--- src/rtl/fetch_unit.sv ---
// Instruction-fetch stage: owns PC and IR, fetches words over a req/valid
// handshake, exposes opcode/immediate to the controller and applies its
// PC decisions. A HALT opcode parks the unit until reset.
module fetch_unit #(
  parameter int PC_WIDTH    = 8,
  parameter int INSTR_WIDTH = 12,
  parameter logic [3:0] HALT_OP = 4'b1111
) (
  input  logic                   CLK,
  input  logic                   CLB,
  output logic                   MemReq,
  output logic [PC_WIDTH-1:0]    MemAddr,
  input  logic                   MemValid,
  input  logic [INSTR_WIDTH-1:0] MemData,
  input  logic                   LoadIR,
  input  logic                   IncPC,
  input  logic                   LoadPC,
  input  logic                   SelPC,
  input  logic [PC_WIDTH-1:0]    RegData,
  output logic [3:0]             Opcode,
  output logic [7:0]             Imm,
  output logic                   InstrValid,
  output logic [PC_WIDTH-1:0]    PC,
  output logic                   Halted
);

  typedef enum logic [1:0] {
    S_IDLE  = 2'd0,
    S_FETCH = 2'd1,
    S_EXEC  = 2'd2,
    S_HALT  = 2'd3
  } state_t;

  state_t                   state_reg;
  state_t                   state_next;
  logic [PC_WIDTH-1:0]      pc_reg;
  logic [INSTR_WIDTH-1:0]   ir_reg;
  logic                     mem_req_reg;

  // Opcode field of the held instruction, used for the HALT decision.
  logic [3:0]               ir_opcode;
  // Branch target taken from the low bits of the immediate field.
  logic [PC_WIDTH-1:0]      imm_target;
  // Controller commits a non-HALT instruction this cycle.
  logic                     commit;

  assign ir_opcode  = ir_reg[INSTR_WIDTH-1 -: 4];
  assign imm_target = ir_reg[PC_WIDTH-1:0];
  assign commit     = (state_reg == S_EXEC) && LoadIR && (ir_opcode != HALT_OP);

  // State register; MemReq is registered by looking at the next state so it
  // is high exactly for the cycles spent in FETCH.
  always_ff @(posedge CLK) begin
    if (CLB) begin
      state_reg   <= S_IDLE;
      mem_req_reg <= 1'b0;
    end else begin
      state_reg   <= state_next;
      mem_req_reg <= (state_next == S_FETCH);
    end
  end

  // Next-state decode.
  always_comb begin
    state_next = state_reg;
    case (state_reg)
      S_IDLE:  state_next = S_FETCH;
      S_FETCH: if (MemValid) state_next = S_EXEC;
      S_EXEC: begin
        if (LoadIR) begin
          if (ir_opcode == HALT_OP) state_next = S_HALT;
          else                      state_next = S_FETCH;
        end
      end
      S_HALT:  state_next = S_HALT;
      default: state_next = S_IDLE;
    endcase
  end

  // Outputs decoded from registers only; MemData never reaches Opcode/Imm
  // without passing through IR.
  always_comb begin
    InstrValid = (state_reg == S_EXEC);
    Halted     = (state_reg == S_HALT);
    Opcode     = 4'b0000;
    Imm        = 8'h00;
    if (state_reg == S_EXEC) begin
      Opcode = ir_opcode;
      Imm    = ir_reg[7:0];
    end
  end

  // IR captures only on a valid response while fetching; responses in any
  // other state (including the dead IDLE cycle) are dropped.
  always_ff @(posedge CLK) begin
    if (CLB) begin
      ir_reg <= '0;
    end else if ((state_reg == S_FETCH) && MemValid) begin
      ir_reg <= MemData;
    end
  end

  // PC update on commit: branch load beats increment, increment wraps.
  always_ff @(posedge CLK) begin
    if (CLB) begin
      pc_reg <= '0;
    end else if (commit) begin
      if (LoadPC)     pc_reg <= SelPC ? RegData : imm_target;
      else if (IncPC) pc_reg <= pc_reg + PC_WIDTH'(1);
    end
  end

  assign MemReq  = mem_req_reg;
  assign MemAddr = pc_reg;
  assign PC      = pc_reg;

endmodule

--- config.mk ---
export PLATFORM = sky130hd
export DESIGN_NAME = fetch_unit
export DESIGN_NICKNAME = d
export VERILOG_FILES = /design/src/rtl/fetch_unit.sv
export SDC_FILE = /design/constraint.sdc
export NUM_CORES = 1
export LEC_CHECK = 0
export CORE_UTILIZATION = 37
export CTS_CLUSTER_SIZE = 8
export DETAILED_ROUTE_END_ITERATION = 10
export HOLD_SLACK_MARGIN = 0.02
export PLACE_DENSITY_LB_ADDON = 0.25
export SYNTH_ARGS = -nofsm -noshare
export SYNTH_HDL_FRONTEND = slang
export SYNTH_SLANG_ARGS = --single-unit
--- constraint.sdc ---
create_clock -name CLK -period 1.5 [get_ports CLK]
set_clock_uncertainty 0.15 [all_clocks]
set_input_delay 0.3 -clock CLK [delete_from_list [all_inputs] [get_ports CLK]]
set_output_delay 0.3 -clock CLK [all_outputs]
set_load 0.02 [all_outputs]
==> flow_summary.ini, run 1 <==
[worst_hold_path]
hold_path_class = flop to flop
whs_path_depth = 2
hp-start = ir_reg[9]$_SDFFE_PP0P_
hold_path_end = ir_reg[9]$_SDFFE_PP0P_

[place]
io_buffers = 57
place_congestion = 0.8211
dp_hpwl_mm = 2.658
place_inst = 273
place_ws_ns = -0.3772
place_area_mm2 = 0.002017

[sta]
fin_crit_sh_pct = 113.1
max-slew-margin-rel_pct = 83.13
setup_slack_ns = -0.1963
whs_ns = 0.3366
rsz0062_at_grt = yes
setup_viol = 22
hold_viol = 0
max_freq_mhz = 589.5
fin_crit_ns = 1.696
worst_pin_slew_ns = 0.2511
tns_ns = -3.053
slew_violations = 0

[synthesis]
synth_simple_gate_area_share_pct = 28.10
synth_top_family_by_area = simple AND/OR/NAND/NOR gates
netlist_area_mm2 = 0.001260
synth_xor_area_share_pct = 0
synthAdderAreaFrac_pct = 0.9930
yosysWarnings = 0
syn_area_per_cell_um2 = 7.826
synthMuxAreaShare_pct = 5.859
syn_nets = 189
ys_async_sr_fraction_pct = 0
synth_compound_area_share_pct = 20.66
synth_edf_count = 0
synthCells = 161
synthDistinctLibCells = 31
synth-seq-area-share_pct = 36.54
ys_seq_elements = 23
synthFlopType = dfxtp_1

[global_routing]
antenna_found_initial = 0
track_usage_pct = 22.37
overflow = 0
grt_pass1_vias = 1374
grt_pass1_wl_mm = 6.092
grt_max_degree = 27

[outcome]
outcome = finished with violations
violations = setup timing

[pwr]
peakVddDrop_v = 0.0003766
powerDensity_mw_per_mm2 = 579.4
power_mw = 1.235
p_leak_nw = 0.8699

[setup_path]
r2r_cells = 5
reg2reg_from = state_reg[0]$_SDFF_PP0_
cp_data_arrival_time_ns = 1.25
cp-start-kind = flop
crit_required_ns = 1.05
cp_max_fo = 7
critPathMaxStageDelay_ns = 0.36
cp-end-kind = primary output
worst-setup-path-type = flop to primary output
worstPathCellList = and2b_4, and2_4, buf_6
reg2reg_slack_ns = -0.11
critPathSlowestCell = dfxtp_2
r2r_end = MemAddr[0]$_SDFFE_PP0P_

[layout]
fillerInstances = 290
largest_reg_flops = 12
final_core_util_pct = 67.62
final_cells = 281
area_growth_pct = 69.22
design_area_mm2 = 0.002132
layout-drive-gt1-share_pct = 39.24
layout_commonest_cell = nand2_1
layout_common_cells = nand2_1, buf_4, clkdlybuf4s50_1
fin_nets = 266
diodes = 0

[die]
io_pins = 58
fp.dieH_um = 60.36
die_w_um = 60.36
floorplan.rows = 20
coreArea_mm2 = 0.003153
dieArea_mm2 = 0.003643
start_util_pct = 39.96

[route]
vias_per_cell = 5.064
dr.pass1.iters = 4
ant_nets = 0
drtIter0Drc = 34
wl_per_cell_um = 13.56
wirelength_mm = 3.811
dr_total_vias = 1423
drc_errors = 0

[clocking]
cts_tree = yes
cts_root_buf = clkbuf_4
clk_pin_slew_ns = 0.13
cts_hold_buffers = 0
clk_latency_ns = 0.32
h-tree-depth = 1
cts.sinks = 23
cts_buffers = 3
cts.path.max_buffers = 2

[run]
maxCapViolCount = 0
## routing by layer
metal | wire length (um) | GRT usage [%]
met1 | 1599 | 27.26
met2 | 1874 | 38.93
met3 | 248 | 4.478
met4 | 89 | 7.973
met5 | 0 | 0
## cell usage after synthesis, types with 2 or more instances
library cell,n,area (um2)
clkbuf_1,8,30.03
nand2b_1,4,25.02
nand2_1,31,116.4
mux2i_1,4,40.04
buf_4,8,60.06
nand3_1,2,10.01
dfxtp_1,23,460.4
a31oi_1,4,25.02
mux2_2,3,33.78
o21ai_0,6,30.03
o21a_1,3,22.52
a21oi_1,19,95.09
and2_1,13,81.33
o32ai_1,3,26.28
nor2b_1,5,31.28
nor3_1,4,20.02
nor4_1,2,12.51
nor2_1,6,22.52
## cell type report
cell class | instances | area, um2 | share of cell area [%]
inverter | 1 | 3.754 | 0.1761
clock buffer | 4 | 26.28 | 1.232
multi-input combinational | 121 | 769.5 | 36.09
timing repair buffer | 88 | 805.8 | 37.79
tap | 44 | 55.05 | 2.582
sequential | 23 | 471.7 | 22.12
## repair_timing
action | CTS | global route
gates resized for setup | 132 | 38
endpoints found under the setup margin | 39 | 40
pin swaps | 9 | 6
gates cloned | 1 | 0
buffers inserted | 3 | 2
## worst max-delay path, delay by kind of cell, from the launching register on
kind | cells | cell delay (ns)
AND/OR/NAND/NOR | 2 | 0.46
flip-flops | 1 | 0.36
buffers and inverters | 1 | 0.11
## worst max-delay path by stage
| stage | from | end | slack [ns] | depth (start not counted) |
|---|---|---|---|---|
| final | state_reg[0]$_SDFF_PP0_ | Opcode[1] | -0.20 | 3 |
| after global routing | state_reg[0]$_SDFF_PP0_ | Opcode[1] | -0.24 | 3 |
| after CTS | state_reg[0]$_SDFF_PP0_ | Imm[6] | -0.24 | 3 |
| after detailed placement | state_reg[0]$_SDFF_PP0_ | Imm[0] | -0.38 | 3 |
| after global placement | state_reg[0]$_SDFF_PP0_ | Imm[0] | -0.35 | 3 |
| after floorplan | state_reg[0]$_SDFF_PP0_ | Imm[2] | 0.01 | 3 |
## report_power, final
group          switching [mW]  internal (mW)  total [mW]  leakage [nW]
Clock                   0.200          0.104       0.304        0.0150
Sequential             0.0160          0.633       0.649         0.190
Combinational           0.119          0.163       0.282         0.665
Total                   0.335          0.900        1.24         0.870
## logic make-up after synthesis
| family | after synthesis |
|---|---|
| buffers and inverters | 18 |
| AND/OR/NAND/NOR | 72 |
| adder cells (fa/ha/maj) | 1 |
| multiplexers | 7 |
| flip-flops | 23 |
| AO/OA/AOI/OAI | 40 |
Power figures use the tool's default switching activity.
==> inputs of run 2 (changes only) <==
Settings changed: CORE_MARGIN from default to 2, CTS_CLUSTER_SIZE 8 to 30.
==> flow_summary.ini, run 2 (synthesis results as in run 1) <==
[sta]
setup_slack_ns = -0.2128
rsz0062_at_grt = yes
max_freq_mhz = 583.8
worst_pin_slew_ns = 0.2699
fin_crit_sh_pct = 114.2
fin_crit_ns = 1.713
max-slew-margin-rel_pct = 81.84
slew_violations = 0
setup_viol = 22
hold_viol = 0

[global_routing]
grt_max_degree = 14
global_route.usage.met2_pct = 36.96
met3_usage_pct = 3.623
antenna_found_initial = 0
overflow = 0
busiest_layer = met2
track_usage_pct = 20.51
use_met1_pct = 23.31
grt_pass1_wl_mm = 6.403
grt_pass1_vias = 1467

[outcome]
outcome = finished with violations
violations = setup timing

[place]
place_inst = 276
place_congestion = 0.8129
io_buffers = 57
place_ws_ns = -0.3842
dp_hpwl_mm = 2.829

[worst_hold_path]
whs_path_depth = 2
hp-start = ir_reg[9]$_SDFFE_PP0P_
hold_path_class = flop to flop
hold_path_end = ir_reg[9]$_SDFFE_PP0P_

[setup_path]
critPathMaxStageDelay_ns = 0.36
cp-start-kind = flop
reg2reg_from = state_reg[0]$_SDFF_PP0_
r2r_cells = 5
cp_top_family = simple AND/OR/NAND/NOR gates
cp_max_fo = 6
cp-end-kind = primary output
worst-setup-path-type = flop to primary output
reg2reg_slack_ns = -0.18
worstPathCellList = and2b_2, and2_4, buf_6
critPathSlowestCell = dfxtp_2
r2r_end = MemAddr[0]$_SDFFE_PP0P_
cp.buffers_inverters = 1
cp_data_arrival_time_ns = 1.26
crit_required_ns = 1.05

[pwr]
power_mw = 1.223
peakVddDrop_v = 0.0003798
powerDensity_mw_per_mm2 = 567.5
p_leak_nw = 0.8668

[route]
vias_per_cell = 4.958
drc_errors = 0
dr.pass1.iters = 4
wl_per_cell_um = 13.51
ant_nets = 0
dr_total_vias = 1408
wirelength_mm = 3.838
drtIter0Drc = 52

[run]
maxCapViolCount = 0

[clocking]
clk_latency_ns = 0.31
cts.path.max_buffers = 2
cts_buffers = 3
clk_pin_slew_ns = 0.13
cts_root_buf = clkbuf_4
cts_hold_buffers = 0
cts_tree = yes
cts.sinks = 23
h-tree-depth = 1

[layout]
layout_common_cells = nand2_1, buf_4, clkdlybuf4s50_1
area_growth_pct = 71.10
final_core_util_pct = 65.12
final_cells = 284
layout-drive-gt1-share_pct = 39.92
layout_commonest_cell = nand2_1
largest_reg_flops = 12
diodes = 0
fin_nets = 267

[die]
fp.dieH_um = 62.36
die_w_um = 62.36
start_util_pct = 38.06
floorplan.rows = 21
coreArea_mm2 = 0.003311
io_pins = 58
dieArea_mm2 = 0.003888
==> run 2: changes by cell type in the layout (fill, tap and decap cells not counted), moves of 2 or more <==
cell | previous run | this run
and2_4 | 11 | 13
clkbuf_2 | 10 | 7
clkdlybuf4s15_1 | 1 | 3
and2_1 | 2 | 0
==> run 2: final cells by class <==
| type | count | area, um2 |
|---|---|---|
| Clock buffer | 4 | 26.28 |
| Fill cell | 307 | 1155 |
| Inverter | 1 | 3.754 |
| Multi-Input combinational cell | 121 | 777.0 |
| Sequential cell | 23 | 473.0 |
| Tap cell | 46 | 57.56 |
| Timing Repair Buffer | 89 | 818.3 |
==> run 2: worst min-delay path, delay by kind of cell, from the launching register on <==
family	cells	cell delay, ns
compound gates	1	0.05
simple gates	1	0.06
flops	1	0.35
==> run 2: worst max path at each step <==
stage	cells after the start	startpoint	endpoint
2_1_floorplan	3	state_reg[0]$_SDFF_PP0_	Imm[2]
3_3_place_gp	3	state_reg[0]$_SDFF_PP0_	Imm[0]
3_5_place_dp	6	SelPC	MemAddr[3]$_SDFFE_PP0P_
4_1_cts	3	state_reg[0]$_SDFF_PP0_	Opcode[3]
5_1_grt	3	state_reg[0]$_SDFF_PP0_	Opcode[3]
6_report	3	state_reg[0]$_SDFF_PP0_	Opcode[3]
==> run 2: per-layer routing <==
metal | vias to the layer above | routed length [um]
met2 | 47 | 1983
li1 | 710 | -
met5 | - | 0
met4 | 0 | 73
met3 | 8 | 195
met1 | 643 | 1585
==> run 2: where the power goes <==
group          internal, mW  switching [mW]
Combinational         0.158           0.118
Sequential            0.633          0.0163
Clock                 0.104           0.194
Total                 0.895           0.329
==> run 2: metrics by stage <==
stage               hold WS, ns  cell area [um2]  setup TNS [ns]
floorplan                0.2860             1267               0
global placement         0.3098             2014          -8.751
detailed placement       0.3165             2014          -9.297
CTS                      0.3404             2131          -3.582
global route             0.3672             2156          -4.398
finish                   0.3418             2156          -3.566
==> run 2: timing repair <==
action	in CTS	in global routing
endpoints found under the setup margin	39	39
cloned	1	0
setup buffers	4	0
gates resized for setup	138	32
pin swaps	13	4
hold endpoints to repair	0	0
